[src/rtl/reduction_accumulator_int.sv]
// Cross-phit integer accumulator: sums num_beats partial sums from the adder tree
// and holds the message result on a valid/ready output until it is accepted.
module reduction_accumulator_int #(
    parameter int DWIDTH = 64,
    parameter int CNT_W  = 16
) (
    input  logic              clk,
    input  logic              rst,
    input  logic              start,
    input  logic [CNT_W-1:0]  num_beats,
    input  logic              in_valid,
    input  logic [DWIDTH-1:0] in_data,
    output logic              out_valid,
    output logic [DWIDTH-1:0] out_data,
    input  logic              out_ready,
    output logic              busy,
    output logic              err,
    output logic [1:0]        dbg_state
);

    typedef enum logic [1:0] {
        IDLE = 2'd0,
        ACC  = 2'd1,
        OUT  = 2'd2
    } state_t;

    // Output handshake: out_data is held constant while out_valid is high, and
    // the result is consumed on any rising edge where out_valid && out_ready.
    state_t             state_q, state_d;
    logic [DWIDTH-1:0]  acc_q, acc_d;
    logic [CNT_W-1:0]   rem_q, rem_d;
    logic [DWIDTH-1:0]  out_data_q, out_data_d;
    logic               out_valid_q, out_valid_d;
    logic               busy_q, busy_d;
    logic               err_q, err_d;
    logic [DWIDTH-1:0]  sum;

    always_comb begin
        state_d    = state_q;
        acc_d      = acc_q;
        rem_d      = rem_q;
        out_data_d = out_data_q;
        err_d      = err_q;
        sum        = acc_q + in_data;

        case (state_q)
            IDLE: begin
                if (start) begin
                    acc_d = '0;
                    // A beat arriving with the start is dropped and its error wins over the clear.
                    err_d = in_valid;
                    if (num_beats != '0) begin
                        rem_d   = num_beats;
                        state_d = ACC;
                    end else begin
                        out_data_d = '0;
                        state_d    = OUT;
                    end
                end else if (in_valid) begin
                    err_d = 1'b1;
                end
            end
            ACC: begin
                if (start) begin
                    err_d = 1'b1;
                end
                if (in_valid) begin
                    acc_d = sum;
                    rem_d = rem_q - CNT_W'(1);
                    if (rem_q == CNT_W'(1)) begin
                        out_data_d = sum;
                        state_d    = OUT;
                    end
                end
            end
            OUT: begin
                if (start || in_valid) begin
                    err_d = 1'b1;
                end
                if (out_ready) begin
                    state_d = IDLE;
                end
            end
            default: begin
                state_d = IDLE;
            end
        endcase

        out_valid_d = (state_d == OUT);
        busy_d      = (state_d != IDLE);
    end

    always_ff @(posedge clk or negedge rst) begin
        if (!rst) begin
            state_q     <= IDLE;
            acc_q       <= '0;
            rem_q       <= '0;
            out_data_q  <= '0;
            out_valid_q <= 1'b0;
            busy_q      <= 1'b0;
            err_q       <= 1'b0;
        end else begin
            state_q     <= state_d;
            acc_q       <= acc_d;
            rem_q       <= rem_d;
            out_data_q  <= out_data_d;
            out_valid_q <= out_valid_d;
            busy_q      <= busy_d;
            err_q       <= err_d;
        end
    end

    assign out_valid = out_valid_q;
    assign out_data  = out_data_q;
    assign busy      = busy_q;
    assign err       = err_q;
    assign dbg_state = state_q;

endmodule

[config.mk]
export PLATFORM = sky130hd
export DESIGN_NAME = reduction_accumulator_int
export DESIGN_NICKNAME = d
export VERILOG_FILES = /design/src/rtl/reduction_accumulator_int.sv
export SDC_FILE = /design/constraint.sdc
export NUM_CORES = 1
export LEC_CHECK = 0
export CORE_UTILIZATION = 30
export CTS_BUF_LIST = sky130_fd_sc_hd__clkbuf_4 sky130_fd_sc_hd__clkbuf_8 sky130_fd_sc_hd__clkbuf_16
export DETAILED_ROUTE_END_ITERATION = 16
export PLACE_DENSITY_LB_ADDON = 0.1
export SLEW_MARGIN = 20
export SYNTH_ARGS = -nofsm -noshare
export SYNTH_HDL_FRONTEND = slang
export SYNTH_SLANG_ARGS = --single-unit
[constraint.sdc]
create_clock -name clk -period 8.1 [get_ports clk]
set_input_delay 1.62 -clock clk [delete_from_list [all_inputs] [get_ports clk]]
set_output_delay 1.62 -clock clk [all_outputs]
set_load 0.01 [all_outputs]
==> key figures, run 1 <==
Outcome
  • Status: completed

Floorplanning
  • Ports: 154
  • Initial Util: 30.5%
  • Core ar.: 0.0325 mm2
  • Die Ht: 184 um
  • Die width: 184 um
  • Std-Cell Rows: 66
  • Die area: 0.0337 mm2

Global route
  • Global-route wire length before repair: 47600 um
  • Remaining global-route overflow: 0
  • Vias in the first global route: 8811
  • Total GRT Usage: 18.0%
  • Antenna violations before repair: 0
  • Pin count of the biggest net entering global routing: 82

CTS
  • Cts repair resizes: 0
  • Worst-skew pair later-pin latency: 0.45 ns
  • CTS buffer count: 17
  • Cts hold-fix bufs: 0
  • Num Clock Sinks: 149
  • Post-CTS setup buffers: 0
  • CTS tree: done
  • Clock buffer depth: 2
  • Htree depth: 4
  • Clk slew on worst S/H paths: 0.07 ns
  • CTS Root Cell: clkbuf_16

Final layout
  • Ant. Diodes: 0
  • Share of layout cells above drive strength 1: 5.96%
  • Layout Nets: 1434
  • Synthesis-to-finish area growth: 24.7%
  • Register area: 0.00373 mm2
  • Filler Cell Count: 3352
  • Footprint of the multi-input gates: 0.00577 mm2

Synth
  • Area share of the largest cell type after synthesis: 37.7%
  • Post-synthesis instance area: 0.00988 mm2
  • Mux contribution to synthesized area: 0.912%
  • Simple-Gate Fraction of Synth Area: 17.5%
  • Commonest cells in the netlist: nand2_1 (198), dfrtp_1 (149), o21ai_0 (139)
  • Distinct cells, synth: 72
  • Post-Synth Adder-Cell Area: 9.06%
  • FFs w/ async S/R, synth: 100%
  • Cells after synthesis: 1173
  • Synth Register Bits: 149
  • Synthesized area per cell: 8.43 um2
  • Post-synth top flop: dfrtp_1
  • Most area-hungry cell type in the Yosys netlist: dfrtp_1
  • Synth Area in XOR/XNOR: 5.23%
  • Count leader, synth: nand2_1
  • Mapped Nets: 1329
  • Post-synth EDFFs: 0
  • Yosys warnings: 0
  • Compound-Gate Fraction of Synth Area: 25.4%
  • Seq/Total Area, Yosys: 37.7%
  • Largest cells by area after synthesis: dfrtp_1 (38%), ha_1 (8.9%), nand2_1 (7.5%), o21ai_0 (7.0%), a21oi_1 (5.7%)
  • Largest family of logic cells by synthesized area: compound AO/OA/AOI/OAI gates

Timing
  • # setup viols final: 0
  • Clock Skew: 0.0169 ns
  • Min Hold Slack: 0.476 ns
  • Final hold violations: 0
  • Fin Setup TNS: 0 ns
  • F_max: 0.209 GHz
  • RSZ-0062 raised after global routing: no
  • Final Max Tran Viols: 0
  • Worst-margin pin slew: 1.07 ns
  • Final setup margin: 3.32 ns
  • Worst slew margin: 28.8%
  • Final min period: 4.78 ns
  • Period utilization: 59.0%

Placement
  • Detailed placement HPWL: 21300 um
  • Dpl ws: 2.85 ns
  • PortBufs: 153
  • RD Place Congestion: 0.855

Route
  • # DRC: 0
  • Total number of vias: 8787
  • Via density: 5.07
  • Final WL: 29200 um
  • Routed wire per std cell: 16.9 um
  • Detailed Route Iter0 Violations: 496
  • Drt pass-1 iters: 5
  • Post-DRT Antenna Nets: 0

Setup path
  • Critical Path End: out_data[58]
  • Worst Path Arrival: 5.17 ns
  • CP startpoint: in_data[0]
  • CP Class: input port to register
  • Reg-to-reg critical path endpoint: out_data[27]
  • R2r startpoint: dbg_state[1]
  • Startpoint types: input port
  • Critical Path Fanout Max: 4
  • Setup crit end kind: register
  • Critical Path RT: 8.48 ns
  • Cells on worst reg2reg path: 11
  • R2R Setup Slk: 4.16 ns

Power and ir drop
  • Highest ir drop seen on vdd: 175 uV
  • Pwr Density: 378 mW/mm2
  • Pleak: 5.26 nW

Job
  • Max_cap viols: 0

Worst hold path
  • Worst Min Path Start: out_data[52]
  • Min-delay worst type: register to register
how the worst min path moves through the flow:
stage                         to  cells after the start
detailed placement  out_data[52]                      2
floorplan               acc_q[0]                      2
finish              out_data[52]                      2
global placement    out_data[52]                      2
global route        out_data[52]                      2
CTS                 out_data[52]                      2
metal layers:
layer  track usage (%)  routed length, um  part of all wire (%)  vias to the layer above
met5                 0                  0                     0                        -
met4              5.20                375                   1.3                        0
met3              2.46                839                   2.9                       22
met2              28.6              13200                    45                      151
met1              25.3              14800                    51                     4199
li1                  -                  -                     -                     4415
layout by cell type (no fill, tap or decap), types with 11 or more instances in the layout:
master	count
a21o_1	22
a21oi_1	112
a22o_1	32
a31oi_1	11
clkbuf_16	17
clkdlybuf4s50_1	152
dfrtp_1	149
ha_1	69
inv_1	30
nand2_1	198
nand2b_1	13
nand3_1	28
nand4_1	31
nor2_1	45
nor3_1	16
o21ai_0	139
o21bai_1	14
xnor2_1	39
xor2_1	20
report_power, final:
part           switching, mW  total [mW]  internal (mW)
logic                   1.50        2.58           1.08
registers              0.203        1.27           1.06
clock network          0.379       0.809          0.430
total                   2.09        4.66           2.57
stage by stage:
step / power (mW) / utilization (%) / instance area, um2 / cells
floorplan: 2.97 / - / 9880 / 1173
global placement: 3.87 / 36.2 / 11800 / 1701
detailed placement: 3.88 / 36.2 / 11800 / 1701
CTS: 4.72 / 38.0 / 12300 / 1733
global route: 5.07 / 38.0 / 12300 / 1733
finish: 4.66 / 38.0 / 12300 / 1733
cell type report:
class | count | share of cell area [%]
well taps | 442 | 4.49
clock buffers | 17 | 3.45
repair buffers | 160 | 12.9
inverters | 31 | 0.944
multi-input cells | 919 | 46.8
clock inverters | 15 | 1.20
flip-flops and latches | 149 | 30.3
kinds of logic after synthesis:
group / after synthesis
adders and majority gates: 71
muxes: 8
xor gates and xnor gates: 59
DFF: 149
and+or+nand+nor: 379
buffers and inverters: 105
AOI/OAI and AO/OA: 402
critical path: stages:
cell and delay [ns]:
clkdlybuf4s50_1 0.46, ha_1 0.17, inv_1 0.06, fa_1 0.45
nor2b_1 0.20, o2111ai_1 0.16, a21o_1 0.22, nand2_1 0.11
a41oi_2 0.23, o31ai_2 0.61, a21oi_1 0.27, o21ai_1 0.23
xor2_1 0.22, a22o_1 0.15
sequential cells by signal, summed over array words and instances (netlist names):
register,cells
busy,1
acc_q,64
dbg_state,2
rem_q,16
err,1
out_data,64
out_valid,1
Note: power is estimated with default switching activity, not from simulation.
==> run 2: changes to the inputs <==
clock period = 3.94 ns   (was 8.1 ns; I/O delays follow)
==> key figures, run 2 (synthesis results as in run 1) <==
Timing
  • Clock Skew: 0.0128 ns (was 0.0169 ns)
  • Final min period: 3.56 ns
  • Worst-margin pin slew: 0.979 ns (was 1.07 ns)
  • Final Max Tran Viols: 0 (unchanged)
  • F_max: 0.281 GHz
  • Final setup margin: 0.375 ns (was 3.32 ns)
  • Worst slew margin: 34.5% (was 28.8%)
  • # setup viols final: 0 (unchanged)
  • Period utilization: 90.5%
  • Final hold violations: 0 (unchanged)
  • Min Hold Slack: 0.260 ns (was 0.476 ns)
  • RSZ-0062 raised after global routing: no (unchanged)

Global route
  • Pin count of the biggest net entering global routing: 108 (was 82)
  • Total GRT Usage: 18.3% (was 18.0%)
  • Vias in the first global route: 9000 (was 8811)
  • Antenna violations before repair: 0 (unchanged)
  • Global-route wire length before repair: 48400 um (was 47600 um)
  • Remaining global-route overflow: 0 (unchanged)

Placement
  • Dpl ws: -0.0946 ns (was 2.85 ns)
  • Detailed placement HPWL: 22300 um (was 21300 um)
  • RD Place Congestion: 0.866 (was 0.855)
  • PortBufs: 153 (unchanged)

Power and ir drop
  • Pwr Total: 9.93 mW (was 4.66 mW)
  • Highest ir drop seen on vdd: 346 uV (was 175 uV)
  • Pleak: 5.57 nW (was 5.26 nW)
  • Pwr Density: 776 mW/mm2 (was 378 mW/mm2)

Setup path
  • Critical Path Fanout Max: 4 (unchanged)
  • Worst Path Arrival: 3.95 ns (was 5.17 ns)
  • Setup crit end kind: register (unchanged)
  • Critical Path RT: 4.32 ns (was 8.48 ns)
  • CP Class: input port to register (unchanged)
  • Startpoint types: input port (unchanged)

Final layout
  • Synthesis-to-finish area growth: 29.5% (was 24.7%)
  • Layout Nets: 1493 (was 1434)
  • Filler Cell Count: 3373 (was 3352)
  • Most common cell after layout, fill and taps aside: nand2_1 (unchanged)
  • Fin util: 39.5% (was 38.0%)
  • Commonest non-fill, non-tap cells in the layout: nand2_1 (198), clkdlybuf4s50_1 (152), dfrtp_1 (149) (unchanged)
  • Ant. Diodes: 0 (unchanged)
  • Share of layout cells above drive strength 1: 9.93% (was 5.96%)

CTS
  • Num Clock Sinks: 149 (unchanged)
  • Clk slew on worst S/H paths: 0.06 ns (was 0.07 ns)
  • Cts repair resizes: 0 (unchanged)
  • Clock buffer depth: 2 (unchanged)
  • CTS buffer count: 17 (unchanged)
  • Cts hold-fix bufs: 0 (unchanged)
  • CTS Root Cell: clkbuf_16 (unchanged)
  • Htree depth: 4 (unchanged)
  • CTS tree: done (unchanged)
  • Worst-skew pair later-pin latency: 0.45 ns (about the same)
  • Post-CTS setup buffers: 0 (unchanged)

Floorplanning
  • Core ar.: 0.0325 mm2 (unchanged)
  • Die area: 0.0337 mm2 (unchanged)
  • Die Ht: 184 um (unchanged)
  • Die width: 184 um (unchanged)
  • Std-Cell Rows: 66 (unchanged)
  • Initial Util: 30.5% (unchanged)
  • Ports: 154 (unchanged)

Route
  • Via density: 5.01 (was 5.07)
  • Detailed Route Iter0 Violations: 478 (was 496)
  • Total number of vias: 8976 (was 8787)
  • # DRC: 0 (unchanged)
  • Routed wire per std cell: 16.7 um (was 16.9 um)
  • Final WL: 30000 um (was 29200 um)
  • Post-DRT Antenna Nets: 0 (unchanged)
  • Drt pass-1 iters: 5 (unchanged)

Outcome
  • Status: completed (unchanged)

Worst hold path
  • Min-delay worst type: input port to asynchronous set/reset pin (was register to register)

Job
  • Max_cap viols: 0 (unchanged)
run 2: cell type report:
type | instances | area [um2] | area share [%]
multi-input combinational | 919 | 5760 | 45.0
sequential | 149 | 3730 | 29.1
timing repair buffer | 219 | 2050 | 16.0
tap | 442 | 553 | 4.32
clock buffer | 18 | 439 | 3.43
clock inverter | 14 | 150 | 1.17
inverter | 31 | 116 | 0.909
run 2: final timing paths:
| kind | start | end | slack (ns) | cells after the start |
|---|---|---|---|---|
| worst max-delay path | in_data[0] | acc_q[58] | 0.38 | 15 |
| worst min-delay path | rst | out_data[44] | 0.26 | 1 |
| worst max register to register | acc_q[11] | out_data[62] | 0.83 | 12 |
| worst min register to register | out_data[0] | out_data[0] | 0.48 | 2 |
| max in group asynchronous | rst | out_data[15] | 2.84 | 2 |
| min in group clk | out_data[0] | out_data[0] | 0.48 | 2 |
run 2: worst max-delay path: stages:
cell and delay [ns]:
clkdlybuf4s50_1 0.46, ha_1 0.21, inv_1 0.07, fa_1 0.41, nor2b_1 0.17, o2111ai_1 0.16, a21o_1 0.22, nand2_1 0.11
a41oi_2 0.19, o31ai_2 0.24, buf_4 0.18, a21oi_1 0.16, o21ai_1 0.21, xor2_1 0.21, a22o_1 0.15
run 2: metrics by stage:
stage	TNS, ns	cells	area, um2
6_report	0	1792	12800
5_1_grt	0	1792	12800
4_1_cts	0	1792	12800
3_5_place_dp	-0.473	1760	12200
3_3_place_gp	-0.408	1760	12200
2_1_floorplan	0	1173	9880
run 2: layer usage:
metal / routed length (um) / global-route usage (%) / vias to the layer above / share of wire [%]
li1: - / - / 4534 / -
met1: 14900 / 25.1 / 4251 / 50
met2: 13600 / 29.5 / 167 / 45
met3: 946 / 2.87 / 24 / 3.2
met4: 524 / 5.83 / 0 / 1.7
met5: 0 / 0 / - / 0
run 2: power by group:
part | internal, mW | switching (mW) | total (mW)
registers | 2.19 | 0.425 | 2.61
clock network | 0.953 | 0.729 | 1.68
logic | 2.48 | 3.16 | 5.64
==> run 3: changes to the inputs <==
clock period = 3.64 ns   (was 3.94 ns; I/O delays follow)
==> key figures, run 3 (synthesis results as in run 1) <==
Power and ir drop
  • Internal Pwr Total: 6.40 mW (was 5.62 mW)
  • Sw frac: 42.4% (was 43.4%)
  • Pwr Density: 832 mW/mm2 (was 776 mW/mm2)
  • Highest ir drop seen on vdd: 596 uV (was 346 uV)
  • NetSw: 4.71 mW (was 4.31 mW)
  • Combinational share of power: 57.8% (was 56.7%)
  • Sequential power share: 25.6% (was 26.3%)
  • Clock Power Share: 16.6% (was 16.9%)
  • Pleak: 5.90 nW (was 5.57 nW)

Placement
  • Detailed placement HPWL: 22900 um (was 22300 um)
  • RD Place Congestion: 0.872 (was 0.866)
  • Dpl ws: -0.315 ns (was -0.0946 ns)
  • PortBufs: 153 (unchanged)
  • Placed Cells: 1828 (was 1760)

Floorplanning
  • Ports: 154 (unchanged)
  • Die area: 0.0337 mm2 (unchanged)
  • Std-Cell Rows: 66 (unchanged)
  • Die Ht: 184 um (unchanged)
  • Initial Util: 30.5% (unchanged)
  • Core ar.: 0.0325 mm2 (unchanged)
  • Die width: 184 um (unchanged)

Final layout
  • Share of layout cells above drive strength 1: 14.5% (was 9.93%)
  • Most common cell after layout, fill and taps aside: nand2_1 (unchanged)
  • Layout Nets: 1561 (was 1493)
  • Commonest non-fill, non-tap cells in the layout: nand2_1 (198), clkdlybuf4s50_1 (152), dfrtp_1 (149) (unchanged)
  • Layout Cells excl Fill: 1861 (was 1792)
  • Synthesis-to-finish area growth: 35.1% (was 29.5%)
  • Filler Cell Count: 3305 (was 3373)

Setup path
  • Worst Path Arrival: 3.81 ns (was 3.95 ns)
  • CP Class: input port to register (unchanged)
  • Critical Path RT: 4.02 ns (was 4.32 ns)
  • Critical Path Fanout Max: 4 (unchanged)
  • Reg-to-reg critical path endpoint: acc_q[63] (was out_data[62])
  • R2r startpoint: acc_q[4] (was acc_q[11])
  • Worst-path cell chain: clkdlybuf4s50_1, ha_1, inv_1, fa_1, nor2b_1, o2111ai_1, a21o_1, nand2_1, a41oi_2, o31ai_2, buf_4, a21oi_2, o21ai_1, xor2_1, a22o_1 (was clkdlybuf4s50_1, ha_1, inv_1, fa_1, nor2b_1, o2111ai_1, a21o_1, nand2_1, a41oi_2, o31ai_2, buf_4, a21oi_1, o21ai_1, xor2_1, a22o_1)
  • Critical Path Max Stage Delay: 0.47 ns (was 0.46 ns)
  • Startpoint types: input port (unchanged)
  • Cells on worst reg2reg path: 12 (unchanged)
  • Crit-path slowest cell: clkdlybuf4s50_1 (unchanged)
  • R2R Setup Slk: 0.60 ns (was 0.83 ns)
  • Setup crit end kind: register (unchanged)

Timing
  • Period utilization: 94.4%
  • Final Max Tran Viols: 0 (unchanged)
  • Worst-margin pin slew: 0.896 ns (was 0.979 ns)
  • Worst slew margin: 40.3% (was 34.5%)
  • Final min period: 3.44 ns
  • # setup viols final: 0 (unchanged)
  • RSZ-0062 raised after global routing: no (unchanged)
  • Final setup margin: 0.204 ns (was 0.375 ns)
  • F_max: 0.291 GHz
  • Clock Skew: 0.0121 ns (was 0.0128 ns)
  • Final hold violations: 0 (unchanged)

Route
  • Detailed Route Iter0 Violations: 601 (was 478)
  • # DRC: 0 (unchanged)
  • Final WL: 30400 um (was 30000 um)
  • Via density: 4.94 (was 5.01)
  • Total number of vias: 9185 (was 8976)
  • Post-DRT Antenna Nets: 0 (unchanged)
  • Routed wire per std cell: 16.3 um (was 16.7 um)
  • Drt pass-1 iters: 5 (unchanged)

Global route
  • Total GRT Usage: 18.7% (was 18.3%)
  • Vias in the first global route: 9325 (was 9000)
  • Antenna violations before repair: 1 (was 0)
  • Remaining global-route overflow: 0 (unchanged)
  • Global-route wire length before repair: 49400 um (was 48400 um)
  • Pin count of the biggest net entering global routing: 109 (was 108)

Outcome
  • Status: completed (unchanged)

CTS
  • Cts hold-fix bufs: 0 (unchanged)
  • Post-CTS setup buffers: 0 (unchanged)
  • CTS tree: done (unchanged)
  • Worst-skew pair later-pin latency: 0.44 ns (was 0.45 ns)
  • Clock buffer depth: 2 (unchanged)
  • Htree depth: 4 (unchanged)
  • Cts repair resizes: 0 (unchanged)
  • Num Clock Sinks: 149 (unchanged)
  • Clk slew on worst S/H paths: 0.06 ns (about the same)
  • CTS buffer count: 17 (unchanged)
  • CTS Root Cell: clkbuf_16 (unchanged)

Job
  • Max_cap viols: 0 (unchanged)

Worst hold path
  • Min-delay worst type: input port to asynchronous set/reset pin (unchanged)
-- run 3: layout make-up --
class / instances / area [um2] / area share, %
Antenna cell: 1 / 2.50 / 0.0187
Clock buffer: 21 / 480 / 3.60
Clock inverter: 11 / 123 / 0.918
Inverter: 31 / 116 / 0.872
Multi-Input combinational cell: 919 / 5780 / 43.3
Sequential cell: 149 / 3730 / 27.9
Tap cell: 442 / 553 / 4.14
Timing Repair Buffer: 287 / 2560 / 19.2
-- run 3: worst max path at each step --
stage          depth (start not counted)      endpoint        from  slack [ns]
5_1_grt                               14  out_data[49]  in_data[8]        0.01
6_report                              15     acc_q[58]  in_data[0]        0.20
4_1_cts                               15     acc_q[58]  in_data[0]        0.14
3_5_place_dp                          15     acc_q[58]  in_data[0]       -0.31
2_1_floorplan                         13     acc_q[60]  in_data[0]        0.48
3_3_place_gp                          15  out_data[58]  in_data[0]       -0.27
-- run 3: layer usage --
layer,GRT usage [%],vias to the layer above,part of all wire [%]
met1,25.5,4336,50
met5,0,-,0
met3,2.87,19,2.9
met2,30.5,163,46
met4,4.97,0,1.2
li1,-,4667,-
-- run 3: through the flow --
stage	utilization [%]	cell area, um2	hold slack [ns]	setup TNS [ns]	power (mW)
after floorplan	-	9880	0.432	0	6.62
after global placement	39.2	12700	0.465	-8.76	9.31
after detailed placement	39.2	12700	0.470	-10.64	9.32
after CTS	41.1	13300	0.334	0	11.2
after global routing	41.1	13400	0.355	0	12.1
final	41.1	13400	0.315	0	11.1
-- run 3: power by group through the flow --
stage	combinational [mW]	sequential (mW)	clock, mW
2_1_floorplan	3.70	2.92	0
3_3_place_gp	6.45	2.86	0
3_5_place_dp	6.46	2.86	0
4_1_cts	6.49	2.85	1.90
5_1_grt	7.18	2.93	1.97
6_report	6.42	2.84	1.84
-- run 3: worst max-delay path: cells and delay by family --
family          cells  cell delay [ns]
compound gates      7             1.26
xor+xnor            1             0.21
fa+ha+maj           2             0.61
buf+inv             3             0.71
simple gates        2             0.28
